===== config.mk =====
export PLATFORM = sky130hd
export DESIGN_NAME = regfile_wb_scheduler
export DESIGN_NICKNAME = d
export VERILOG_FILES = /design/src/rtl/regfile_wb_scheduler_pkg.sv /design/src/rtl/regfile_wb_scheduler_scoreboard.sv /design/src/rtl/regfile_wb_scheduler.sv
export SDC_FILE = /design/constraint.sdc
export NUM_CORES = 1
export LEC_CHECK = 0
export CAP_MARGIN = 20
export CORE_MARGIN = 5
export CORE_UTILIZATION = 45
export CTS_CLUSTER_SIZE = 25
export DETAILED_ROUTE_END_ITERATION = 10
export PLACE_DENSITY = 0.82
export SLEW_MARGIN = 20
export SYNTH_ARGS = -nofsm -noshare
export SYNTH_HDL_FRONTEND = slang
export SYNTH_HIERARCHICAL = 1
export SYNTH_SLANG_ARGS = --single-unit
export TNS_END_PERCENT = 20

===== constraint.sdc =====
create_clock -name clk -period 3.1 [get_ports clk]
set_clock_uncertainty 0.2 [all_clocks]
set_input_delay 0.465 -clock clk [delete_from_list [all_inputs] [get_ports clk]]
set_output_delay 0.465 -clock clk [all_outputs]
set_load 0.1 [all_outputs]

===== src/rtl/regfile_wb_scheduler_pkg.sv =====
// Shared constants and types for the register-file write-back scheduler.
// Optional feature macro: RR_ARB_EN (round-robin arbitration instead of MEM priority).
package regfile_wb_scheduler_pkg;

  localparam int XLEN = 32;
  localparam int NREG = 32;
  localparam int AW   = 5;

  typedef enum logic {
    REQ_ALU = 1'b0,
    REQ_MEM = 1'b1
  } req_e;

  // x0 is hard-wired zero, so it can never be reported as busy.
  function automatic logic reg_busy(input logic [NREG-1:0] vec, input logic [AW-1:0] idx);
    return (idx != '0) & vec[idx];
  endfunction

endpackage


===== src/rtl/regfile_wb_scheduler_scoreboard.sv =====
// Busy scoreboard: one bit per architectural register, set on reservation,
// cleared when the register file commits; a same-edge set beats the clear.
module wb_scoreboard
  import regfile_wb_scheduler_pkg::*;
(
  input  logic            clk,
  input  logic            rst,
  input  logic            rsv_valid,
  input  logic [AW-1:0]   rsv_rd,
  input  logic [AW-1:0]   rs1,
  input  logic [AW-1:0]   rs2,
  input  logic            clr_en,
  input  logic [AW-1:0]   clr_rd,
  output logic [NREG-1:0] busy,
  output logic            hazard
);

  logic [NREG-1:0] busy_q;
  logic [NREG-1:0] busy_d;
  logic            set_en;

  always_comb begin
    hazard = rsv_valid & (reg_busy(busy_q, rs1) |
                          reg_busy(busy_q, rs2) |
                          reg_busy(busy_q, rsv_rd));
  end

  assign set_en = rsv_valid & ~hazard & (rsv_rd != '0);

  // Clear first so that a reservation on the same edge leaves the bit set.
  always_comb begin
    busy_d = busy_q;
    if (clr_en) begin
      busy_d[clr_rd] = 1'b0;
    end
    if (set_en) begin
      busy_d[rsv_rd] = 1'b1;
    end
    busy_d[0] = 1'b0;
  end

  always_ff @(posedge clk or negedge rst) begin
    if (!rst) begin
      busy_q <= '0;
    end else begin
      busy_q <= busy_d;
    end
  end

  assign busy = busy_q;

endmodule


===== src/rtl/regfile_wb_scheduler.sv =====
// Shares the register-file write port between ALU and load results and tracks
// in-flight destinations. Define RR_ARB_EN for round-robin; default is MEM priority.
module regfile_wb_scheduler
  import regfile_wb_scheduler_pkg::*;
(
  input  logic            clk,
  input  logic            rst,
  input  logic            alu_valid,
  output logic            alu_ready,
  input  logic [AW-1:0]   alu_rd,
  input  logic [XLEN-1:0] alu_data,
  input  logic            mem_valid,
  output logic            mem_ready,
  input  logic [AW-1:0]   mem_rd,
  input  logic [XLEN-1:0] mem_data,
  input  logic            rsv_valid,
  input  logic [AW-1:0]   rsv_rd,
  input  logic [AW-1:0]   rs1,
  input  logic [AW-1:0]   rs2,
  output logic            hazard,
  output logic [NREG-1:0] busy,
  output logic            rf_rw,
  output logic [AW-1:0]   rf_rd,
  output logic [XLEN-1:0] rf_din
);

  logic            alu_grant;
  logic            mem_grant;
  logic            rf_rw_q,  rf_rw_d;
  logic [AW-1:0]   rf_rd_q,  rf_rd_d;
  logic [XLEN-1:0] rf_din_q, rf_din_d;

`ifdef RR_ARB_EN
  req_e last_q, last_d;

  // On contention the requester that did not win last time is granted.
  always_comb begin
    alu_grant = 1'b0;
    mem_grant = 1'b0;
    if (rst) begin
      if (alu_valid && mem_valid) begin
        if (last_q == REQ_MEM) begin
          alu_grant = 1'b1;
        end else begin
          mem_grant = 1'b1;
        end
      end else begin
        alu_grant = alu_valid;
        mem_grant = mem_valid;
      end
    end
  end

  always_comb begin
    last_d = last_q;
    if (alu_grant) begin
      last_d = REQ_ALU;
    end else if (mem_grant) begin
      last_d = REQ_MEM;
    end
  end

  always_ff @(posedge clk or negedge rst) begin
    if (!rst) begin
      last_q <= REQ_MEM;
    end else begin
      last_q <= last_d;
    end
  end
`else
  always_comb begin
    mem_grant = rst & mem_valid;
    alu_grant = rst & alu_valid & ~mem_valid;
  end
`endif

  assign alu_ready = alu_grant;
  assign mem_ready = mem_grant;

  // An accepted x0 write still updates address/data but never enables the write.
  always_comb begin
    rf_rw_d  = 1'b0;
    rf_rd_d  = rf_rd_q;
    rf_din_d = rf_din_q;
    if (alu_grant) begin
      rf_rw_d  = (alu_rd != '0);
      rf_rd_d  = alu_rd;
      rf_din_d = alu_data;
    end else if (mem_grant) begin
      rf_rw_d  = (mem_rd != '0);
      rf_rd_d  = mem_rd;
      rf_din_d = mem_data;
    end
  end

  always_ff @(posedge clk or negedge rst) begin
    if (!rst) begin
      rf_rw_q  <= 1'b0;
      rf_rd_q  <= '0;
      rf_din_q <= '0;
    end else begin
      rf_rw_q  <= rf_rw_d;
      rf_rd_q  <= rf_rd_d;
      rf_din_q <= rf_din_d;
    end
  end

  assign rf_rw  = rf_rw_q;
  assign rf_rd  = rf_rd_q;
  assign rf_din = rf_din_q;

  wb_scoreboard u_scoreboard (
    .clk       (clk),
    .rst       (rst),
    .rsv_valid (rsv_valid),
    .rsv_rd    (rsv_rd),
    .rs1       (rs1),
    .rs2       (rs2),
    .clr_en    (rf_rw_q),
    .clr_rd    (rf_rd_q),
    .busy      (busy),
    .hazard    (hazard)
  );

endmodule


# Word level (Yosys, flattened, before mapping)
# Cells that the tools add are included.
[classes] muxes=18 n_bitwise=16 n_reduce_logical=8 magnitude_cmp=6
[op_table] op="32-bit 2-to-1 mux" n=4
[op_table] op="32-bit AND" n=1
[op_table] op="32-bit inverter" n=1
[op_table] op="32-bit OR" n=1
[op_table] op="5-bit nonzero test" n=5
[op_table] op="5-bit by 6-bit less-than comparator with 1-bit output (second input constant)" n=4
[op_table] op="1-bit binary-select mux with 5-bit select" n=3
[op_table] op="1-bit demux with 5-bit select" n=2
[op_table] op="5-bit by 1-bit greater-or-equal comparator with 1-bit output (second input constant)" n=2
[op_table] op="5-bit 2-to-1 mux" n=2
[op_table] op="1-bit AND" n=9
[op_table] op="1-bit 2-to-1 mux" n=7
[op_table] op="1-bit logical AND" n=2
[op_table] op="1-bit inverter" n=2
[op_table] op="1-bit OR" n=2
[op_table] op="2-bit nonzero test" n=1
[totals] regBits=69 input_bits=94

# Depth between registers and ports, before layout
# Gate-level depths: netlist of the first run.
[logic_depth] word_depth=10 depth_mapped=8 depth_no_buf=5

# Hierarchy
# The synthesis of the first run kept the hierarchy.
[modules_own_cells] module="wb_scoreboard" area_per_inst_um2=2666.3 cells_per_inst=260 seq_area_each_um2=775.7 instances=1
[modules_own_cells] module="regfile_wb_scheduler" area_per_inst_um2=1742.9 cells_per_inst=137 seq_area_each_um2=950.9 instances=1

# Worst setup path after synthesis of the first run
# No wires, ideal clock.
[synth_timing] path_type="reg-to-output" startpoint="reg u_scoreboard.busy_q[5] (netlist: u_scoreboard/busy[5])" endpoint="out hazard" setup_slack_ps=-610 path_stages_with_launch=7 arrival_ps=3045 t_required_ps=2435 path_cell_list="dfrtp_1 mux4_2 a22oi_1 a221o_1 o2111ai_2 buf_4 o31a_1"
[synth_via] elab_chain_len=6 word_cells_on_any_way=12 cone_classes="6 x mux; 6 x bitwise"
[synth_rtl] item="from (decl)" line_no="regfile_wb_scheduler_scoreboard.sv:18" rtl="logic [NREG-1:0] busy_q;"
[synth_rtl] item="from (signal assigned)" line_no="regfile_wb_scheduler_scoreboard.sv:46" rtl="busy_q <= busy_d;"
[synth_rtl] item="1-bit binary-select mux with 5-bit select" line_no="regfile_wb_scheduler_pkg.sv:16" rtl="return (idx != '0) & vec[idx];"
[synth_rtl] item="1-bit 2-to-1 mux (not written as such)" line_no="regfile_wb_scheduler_pkg.sv:16"
[synth_rtl] item="1-bit AND" line_no="regfile_wb_scheduler_pkg.sv:16"
[synth_rtl] item="1-bit OR" line_no="regfile_wb_scheduler_scoreboard.sv:23" rtl="hazard = rsv_valid & (reg_busy(busy_q, rs1) |"
[synth_rtl] item="1-bit OR *" line_no="regfile_wb_scheduler_scoreboard.sv:24" rtl="reg_busy(busy_q, rs2) |"
[synth_rtl] item="1-bit AND *" line_no="regfile_wb_scheduler_scoreboard.sv:23"
[synth_rtl] item="to (decl)" line_no="regfile_wb_scheduler.sv:20" rtl="output logic hazard,"
# Mark *: on every way between the ends. The rest lies on a longest branch, timed or not. The select of a mux whose other input is x is not followed.

# Worst setup path after layout of the first run
[layout_timing] startpoint="in rs2[1]" endpoint="out hazard"
[layout_via] elab_chain_len=6 word_cells_on_any_way=7 cone_classes="2 x mux; 4 x bitwise; 1 x reduce/logical"
[layout_rtl] item="from (decl)" line_no="regfile_wb_scheduler.sv:19" rtl="input logic [AW-1:0] rs2,"
[layout_rtl] item="1-bit binary-select mux with 5-bit select" line_no="regfile_wb_scheduler_pkg.sv:16"
[layout_rtl] item="1-bit 2-to-1 mux (not written as such)" line_no="regfile_wb_scheduler_pkg.sv:16"
[layout_rtl] item="1-bit AND *" line_no="regfile_wb_scheduler_pkg.sv:16"
[layout_rtl] item="1-bit OR *" line_no="regfile_wb_scheduler_scoreboard.sv:23"
[layout_rtl] item="1-bit OR *" line_no="regfile_wb_scheduler_scoreboard.sv:24"
[layout_rtl] item="1-bit AND *" line_no="regfile_wb_scheduler_scoreboard.sv:23"
# Marks and branches as above.

==> results.yml, run 1 <==
route:
  post-route-drc-count: 0
  drt-pass1-iter-count: 5
  final_antenna_net_count: 0
  vias: 4472
  1st_iter_drt_viols: 375
  viasPerCell: 6.17
  avgRoutedWirePerCell_um: 21.3
  detail_route.wirelength_um: 15500
sta:
  finalMaxSlewViolations: 0
  max-slew-margin-rel_pct: 37.8
  final_period_minus_worst_setup_slack_ns: 3.02
  grt_setup_unrepaired: "no"
  fmax_mhz: 331
  setup-violations-final: 0
  worst_pin_slew_ns: 0.932
  min_period_over_period_pct: 97.5
  report.final.hold_viol_count: 0
worst_setup_path:
  critical_path_class: "input pin to output port"
  timing.critical_path.fanout_max: 7
  timing.rr.start: "u_scoreboard/busy[7]"
  cp-end-kind: "output port"
  count_of_cells_along_the_worst_register_to_register_path: 9
  critPathLaunchType: "input pin"
  worst-endpoint-arrival_ns: 2.36
  crit_required_ns: 2.43
  worstReg2RegEnd: "u_scoreboard/busy[1]"
  ff2ff_setup_slack_ns: 0.18
logic_synthesis:
  synthDominantAreaCellType: "sky130_fd_sc_hd__dfrtp_1"
  post_synth_edffs: 0
  synth.ff_latch_count: 69
  synth_top_area_share_pct: 39.2
  post_synth_instance_area_mm2: 0.00441
  synth.net_count: 491
  post_synth_num_cell_types: 48
  synth_ff_type: "sky130_fd_sc_hd__dfrtp_1"
  most_area_consuming_cells_after_synthesis: "sky130_fd_sc_hd__dfrtp_1, sky130_fd_sc_hd__a22o_1, sky130_fd_sc_hd__o41ai_2"
  ys_seq_area_share_pct: 39.2
  yosys_warnings: 6
  post_synth_inst_count: 397
  synthesis.area_per_instance_um2: 11.1
  async_reset_ff_share_pct: 100
min_path:
  hold_class: "flip-flop to flip-flop"
  timing.hold.worst_endpoint: "rf_din[3]"
  hold_path_depth: 1
  hold_path_startpoint: "rf_din[3]"
run_status:
  run_status: "complete, no violations"
floorplan:
  floorplan.core_area_mm2: 0.00968
  fp.dieArea_mm2: 0.0119
  die_width_um: 109
  boundaryPins: 167
  die_y_um: 109
  placement_rows: 36
  effective_utilization_at_floorplan_pct: 45.5
final_layout:
  drive_above_1_share_pct: 38.2
  num_antenna_cells: 0
  register_area_mm2: 0.00176
  utilization_of_the_core_after_routing_pct: 68.9
  nNetsFinal: 681
  layout.filler_cells: 736
  multi_input_comb_area_mm2: 0.00256
  flow.area_growth_from_synthesis_pct: 51.3
  fin_area_mm2: 0.00667
cts:
  cts.root.buffer_cell: "sky130_fd_sc_hd__clkbuf_8"
  worst_setup_hold_path_clk_slew_ns: 0.08
  tritoncts: "built"
  htree_levels: 3
  cts_max_path_buffers: 2
  clock_buffers_created_by_tritoncts: 9
  worstSkewPairLatency_ns: 0.34
  clock_sinks: 69
global_routing:
  antenna_found_initial: 0
  grt_start_max_net_pins: 86
  grtUsageTotal_pct: 26.5
  first_global_vias: 4694
  grt_first_pass_wirelength_um: 24300
  overflow: 0
placement:
  place.port_buffers: 165
  dpl-instance-area_mm2: 0.00624
  post-dp-hpwl_um: 11300
  place.gp.congestion: 0.972
run:
  maxCapViolations: 0
power:
  pwr_cell_area_mw_per_mm2: 852
  power.leakage_uw: 0.00272
  vdd.ir_drop.worst_v: 0.000573
==> metal layers <==
layer	global-route usage (%)	vias up	share of wire [%]
li1	-	1982	-
met1	34.0	2127	38
met2	40.5	307	46
met3	8.88	56	13
met4	11.8	0	3.7
met5	0	-	0
==> per-stage QoR <==
stage / TNS [ns] / total power [µW] / worst slack, ns / hold WS, ns / instances
final: 0 / 5690 / 0.0771 / 0.311 / 725
after global routing: 0 / 5890 / 0.00282 / 0.329 / 725
after CTS: 0 / 5650 / 0.00123 / 0.315 / 722
after detailed placement: -0.692 / 4680 / -0.251 / 0.161 / 698
after global placement: -0.291 / 4620 / -0.254 / 0.159 / 698
after floorplan: 0 / 3780 / 0.0251 / -0.0306 / 397
==> repair_timing <==
action | in CTS | in global routing
hold buffers | 1 | 0
setup buffers | 6 | 3
setup endpoints to repair | 1 | 24
endpoints found under the hold margin | 10 | 0
gates resized for setup | 17 | 11
pin swaps | 3 | 3
cloned | 1 | 0
==> worst max-delay path, cell delays in order <==
cell and delay [ns]:
sky130_fd_sc_hd__clkdlybuf4s50_1 0.49, sky130_fd_sc_hd__buf_4 0.16, sky130_fd_sc_hd__mux4_2 0.29, sky130_fd_sc_hd__o2111ai_1 0.27, sky130_fd_sc_hd__o2111ai_4 0.17, sky130_fd_sc_hd__o31a_4 0.33, sky130_fd_sc_hd__buf_12 0.17
==> kinds of logic (layout without fill, tap and decap cells) <==
logic type / Yosys count / after routing / synth area share [%]
AOI/OAI and AO/OA: 164 / 164 / 33.2
DFF: 69 / 69 / 39.2
buffers and inverters: 40 / 235 / 5.08
muxes: 32 / 32 / 11.0
other: 1 / 1 / 0.0850
and+or+nand+nor: 91 / 91 / 11.5
==> worst max path at each step <==
stage | startpoint | slack (ns) | cells past startpoint | endpoint
2_1_floorplan | u_scoreboard/busy[13] | 0.03 | 6 | hazard
3_3_place_gp | rs1[0] | -0.25 | 7 | hazard
3_5_place_dp | rs1[0] | -0.25 | 7 | hazard
4_1_cts | rsv_rd[1] | 0.001 | 8 | hazard
5_1_grt | rs2[0] | 0.003 | 8 | hazard
6_report | rs2[1] | 0.08 | 7 | hazard
==> cell usage in the layout, fill, tap and decap left out, types with 8 or more instances in the layout <==
master	n
sky130_fd_sc_hd__a22o_1	75
sky130_fd_sc_hd__o21ai_0	32
sky130_fd_sc_hd__buf_4	115
sky130_fd_sc_hd__nand2_1	28
sky130_fd_sc_hd__o31ai_1	8
sky130_fd_sc_hd__mux2i_1	16
sky130_fd_sc_hd__o41ai_2	20
sky130_fd_sc_hd__clkbuf_8	11
sky130_fd_sc_hd__mux4_2	13
sky130_fd_sc_hd__dfrtp_2	29
sky130_fd_sc_hd__dfrtp_1	40
sky130_fd_sc_hd__nand3b_1	10
sky130_fd_sc_hd__nand3_1	13
sky130_fd_sc_hd__clkdlybuf4s50_1	83
==> sequential cells by signal, summed over array words and instances (netlist names) <==
register,count
rf_din,32
u_scoreboard/busy,31
rf_rd,5
rf_rw,1
==> Yosys cell counts (4+ instances only) <==
library cell,count
sky130_fd_sc_hd__a22o_1,75
sky130_fd_sc_hd__o31ai_1,8
sky130_fd_sc_hd__nor2b_1,6
sky130_fd_sc_hd__o41ai_2,20
sky130_fd_sc_hd__a22oi_1,4
sky130_fd_sc_hd__dfrtp_1,69
sky130_fd_sc_hd__buf_6,5
sky130_fd_sc_hd__o221ai_1,4
sky130_fd_sc_hd__mux2i_1,16
sky130_fd_sc_hd__nor2_1,7
sky130_fd_sc_hd__mux4_2,13
sky130_fd_sc_hd__clkbuf_1,9
sky130_fd_sc_hd__or3b_2,5
sky130_fd_sc_hd__nand2_1,28
sky130_fd_sc_hd__nand3_1,13
sky130_fd_sc_hd__nand3b_1,10
sky130_fd_sc_hd__nor3b_1,6
sky130_fd_sc_hd__buf_4,4
sky130_fd_sc_hd__o21ai_0,32
sky130_fd_sc_hd__buf_2,16
==> area by class of cell <==
type | instances | share of cell area [%]
inverter | 2 | 0.113
tap | 133 | 2.49
timing repair buffer | 217 | 28.7
clock buffer | 11 | 2.27
clock inverter | 5 | 1.59
multi-input combinational | 288 | 38.4
sequential | 69 | 26.4
==> report_power, final <==
| group | internal (µW) | total (µW) | switching, µW |
|---|---|---|---|
| clock | 580 | 926 | 347 |
| sequential | 1150 | 1490 | 340 |
| combinational | 911 | 3270 | 2360 |
Power figures use the tool's default switching activity.
==> inputs of run 2 (changes only) <==
--- a/config.mk
+++ b/config.mk
@@ -10,7 +10,7 @@
 export CORE_UTILIZATION = 45
 export CTS_CLUSTER_SIZE = 25
 export DETAILED_ROUTE_END_ITERATION = 10
-export PLACE_DENSITY = 0.82
+export PLACE_DENSITY = 0.78
 export SLEW_MARGIN = 20
 export SYNTH_ARGS = -nofsm -noshare
 export SYNTH_HDL_FRONTEND = slang
==> results.yml, run 2 (same netlist as run 1, synthesis figures left out) <==
run_status:
  run_status: "complete, no violations"
global_routing:
  grtUsageTotal_pct: 26.3
  antenna_found_initial: 0
  grtUsageMet1_pct: 34.5
  grt_first_pass_wirelength_um: 24100
  global_route.peak_usage_layer: "met2"
  gr-usage-met3_pct: 7.99
  first_global_vias: 4644
  grt_start_max_net_pins: 93
  grt_util_met2_pct: 40.7
  overflow: 0
final_layout:
  register_area_mm2: 0.00176
  layout.filler_cells: 755
  nNetsFinal: 673
  most_frequent_standard_cell_in_the_layout_excluding_fill_and_tap_cells: "sky130_fd_sc_hd__buf_4"
  multi_input_comb_area_mm2: 0.00253
  largest_register_ffs: 32
  num_antenna_cells: 0
  drive_above_1_share_pct: 36.6
  flow.area_growth_from_synthesis_pct: 48.4
  layout.cells.most_common_list: "sky130_fd_sc_hd__buf_4, sky130_fd_sc_hd__clkdlybuf4s50_1, sky130_fd_sc_hd__a22o_1"
cts:
  htree_levels: 3
  worst_setup_hold_path_clk_slew_ns: 0.07
  clock_buffers_created_by_tritoncts: 9
  cts.root.buffer_cell: "sky130_fd_sc_hd__clkbuf_8"
  worstSkewPairLatency_ns: 0.35
  cts_max_path_buffers: 2
  tritoncts: "built"
  clock_sinks: 69
route:
  viasPerCell: 6.17
  drt-pass1-iter-count: 5
  avgRoutedWirePerCell_um: 21.2
  detail_route.wirelength_um: 15200
  post-route-drc-count: 0
  final_antenna_net_count: 0
  vias: 4425
  1st_iter_drt_viols: 362
worst_setup_path:
  cpMaxStageDelayCell: "sky130_fd_sc_hd__clkdlybuf4s50_1"
  worst-endpoint-arrival_ns: 2.39
  worstPathCellList: "clkdlybuf4s50_1 > buf_4 > or3b_2 > o221ai_2 > a21o_1 > o31a_4 > buf_12"
  crit_required_ns: 2.43
  timing.critical_path.fanout_max: 8
  cp-end-kind: "output port"
  critPathLaunchType: "input pin"
  critical_path_class: "input pin to output port"
  worst_path_largest_cell_delay_ns: 0.52
sta:
  report.final.hold_viol_count: 0
  min_period_over_period_pct: 98.4
  setup-violations-final: 0
  fmax_mhz: 328
  final_period_minus_worst_setup_slack_ns: 3.05
  total_negative_setup_slacks_ns: 0
  max-slew-margin-rel_pct: 53.8
  worst_pin_slew_ns: 0.693
  grt_setup_unrepaired: "no"
  finalMaxSlewViolations: 0
  finalHoldWorstSlack_ns: 0.309
power:
  p_int_uw: 2520
  sw_frac_of_total_pct: 54.3
  power.share.combinational_pct: 58.3
  vdd.ir_drop.worst_v: 0.000590
  p_clk_share_pct: 14.6
  pwr_cell_area_mw_per_mm2: 842
  power.leakage_uw: 0.00264
  share_seq_of_total_power_pct: 27.0
  power.switching_uw: 2990
  total_power_uw: 5510
floorplan:
  effective_utilization_at_floorplan_pct: 45.5
  die_width_um: 109
  die_y_um: 109
  boundaryPins: 167
  placement_rows: 36
  floorplan.core_area_mm2: 0.00968
  fp.dieArea_mm2: 0.0119
min_path:
  hold_class: "flip-flop to flip-flop"
placement:
  place.port_buffers: 165
  place.gp.congestion: 0.894
  post-dp-hpwl_um: 11500
run:
  maxCapViolations: 0
[run 2: cell type report]
type                       instances  share of cell area, %
clock buffer                      12                   2.22
sequential                        69                   26.9
clock inverter                     4                   1.11
multi-input combinational        288                   38.6
inverter                           2                  0.115
tap                              133                   2.54
timing repair buffer             209                   28.5
[run 2: worst max-delay path, delay by kind of cell]
family	cells	cell delay, ns
AO/OA/AOI/OAI	3	0.54
buffers and inverters	3	0.91
AND/OR/NAND/NOR	1	0.47
[run 2: worst paths after layout]
path / startpoint / endpoint / slack (ns) / depth (start not counted)
max in group asynchronous: rst / u_scoreboard/busy[16] / 1.58 / 3
max reg2reg: u_scoreboard/busy[9] / u_scoreboard/busy[31] / 0.59 / 6
min reg2reg: rf_din[9] / rf_din[9] / 0.31 / 1
min in group asynchronous: rst / rf_din[14] / 0.40 / 2
min: rf_din[9] / rf_din[9] / 0.31 / 1
max: rsv_rd[4] / hazard / 0.05 / 7
[run 2: power groups by stage]
stage	Sequential, µW	Combinational, µW	Clock [µW]
after floorplan	3010	772	0
after global routing	1520	3320	866
final	1490	3220	807
after global placement	1490	3150	0
after CTS	1480	3210	819
after detailed placement	1490	3190	0
[run 2: timing repair]
action / 4_1_cts / 5_1_grt
resized for setup: 17 / 4
setup endpoints to repair: 1 / 1
endpoints found under the hold margin: 6 / 0
pin swaps: 4 / 0
buffers inserted: 3 / 0
hold buffers: 1 / 0
[run 2: per-layer routing]
| metal | part of all wire [%] | routed length (µm) |
|---|---|---|
| met5 | 0 | 0 |
| met4 | 2.6 | 399 |
| met3 | 12 | 1800 |
| met2 | 46 | 7020 |
| met1 | 40 | 6020 |
[run 2: stage by stage]
| stage | instance area, µm² | util, % | worst slack (ns) | instances |
|---|---|---|---|---|
| after floorplan | 4450 | - | 0.0251 | 397 |
| after global placement | 6240 | 64.5 | -0.277 | 697 |
| after detailed placement | 6240 | 64.5 | -0.298 | 697 |
| after CTS | 6540 | 67.5 | 0.0188 | 717 |
| after global routing | 6540 | 67.6 | 0.0202 | 717 |
| final | 6540 | 67.6 | 0.0486 | 717 |
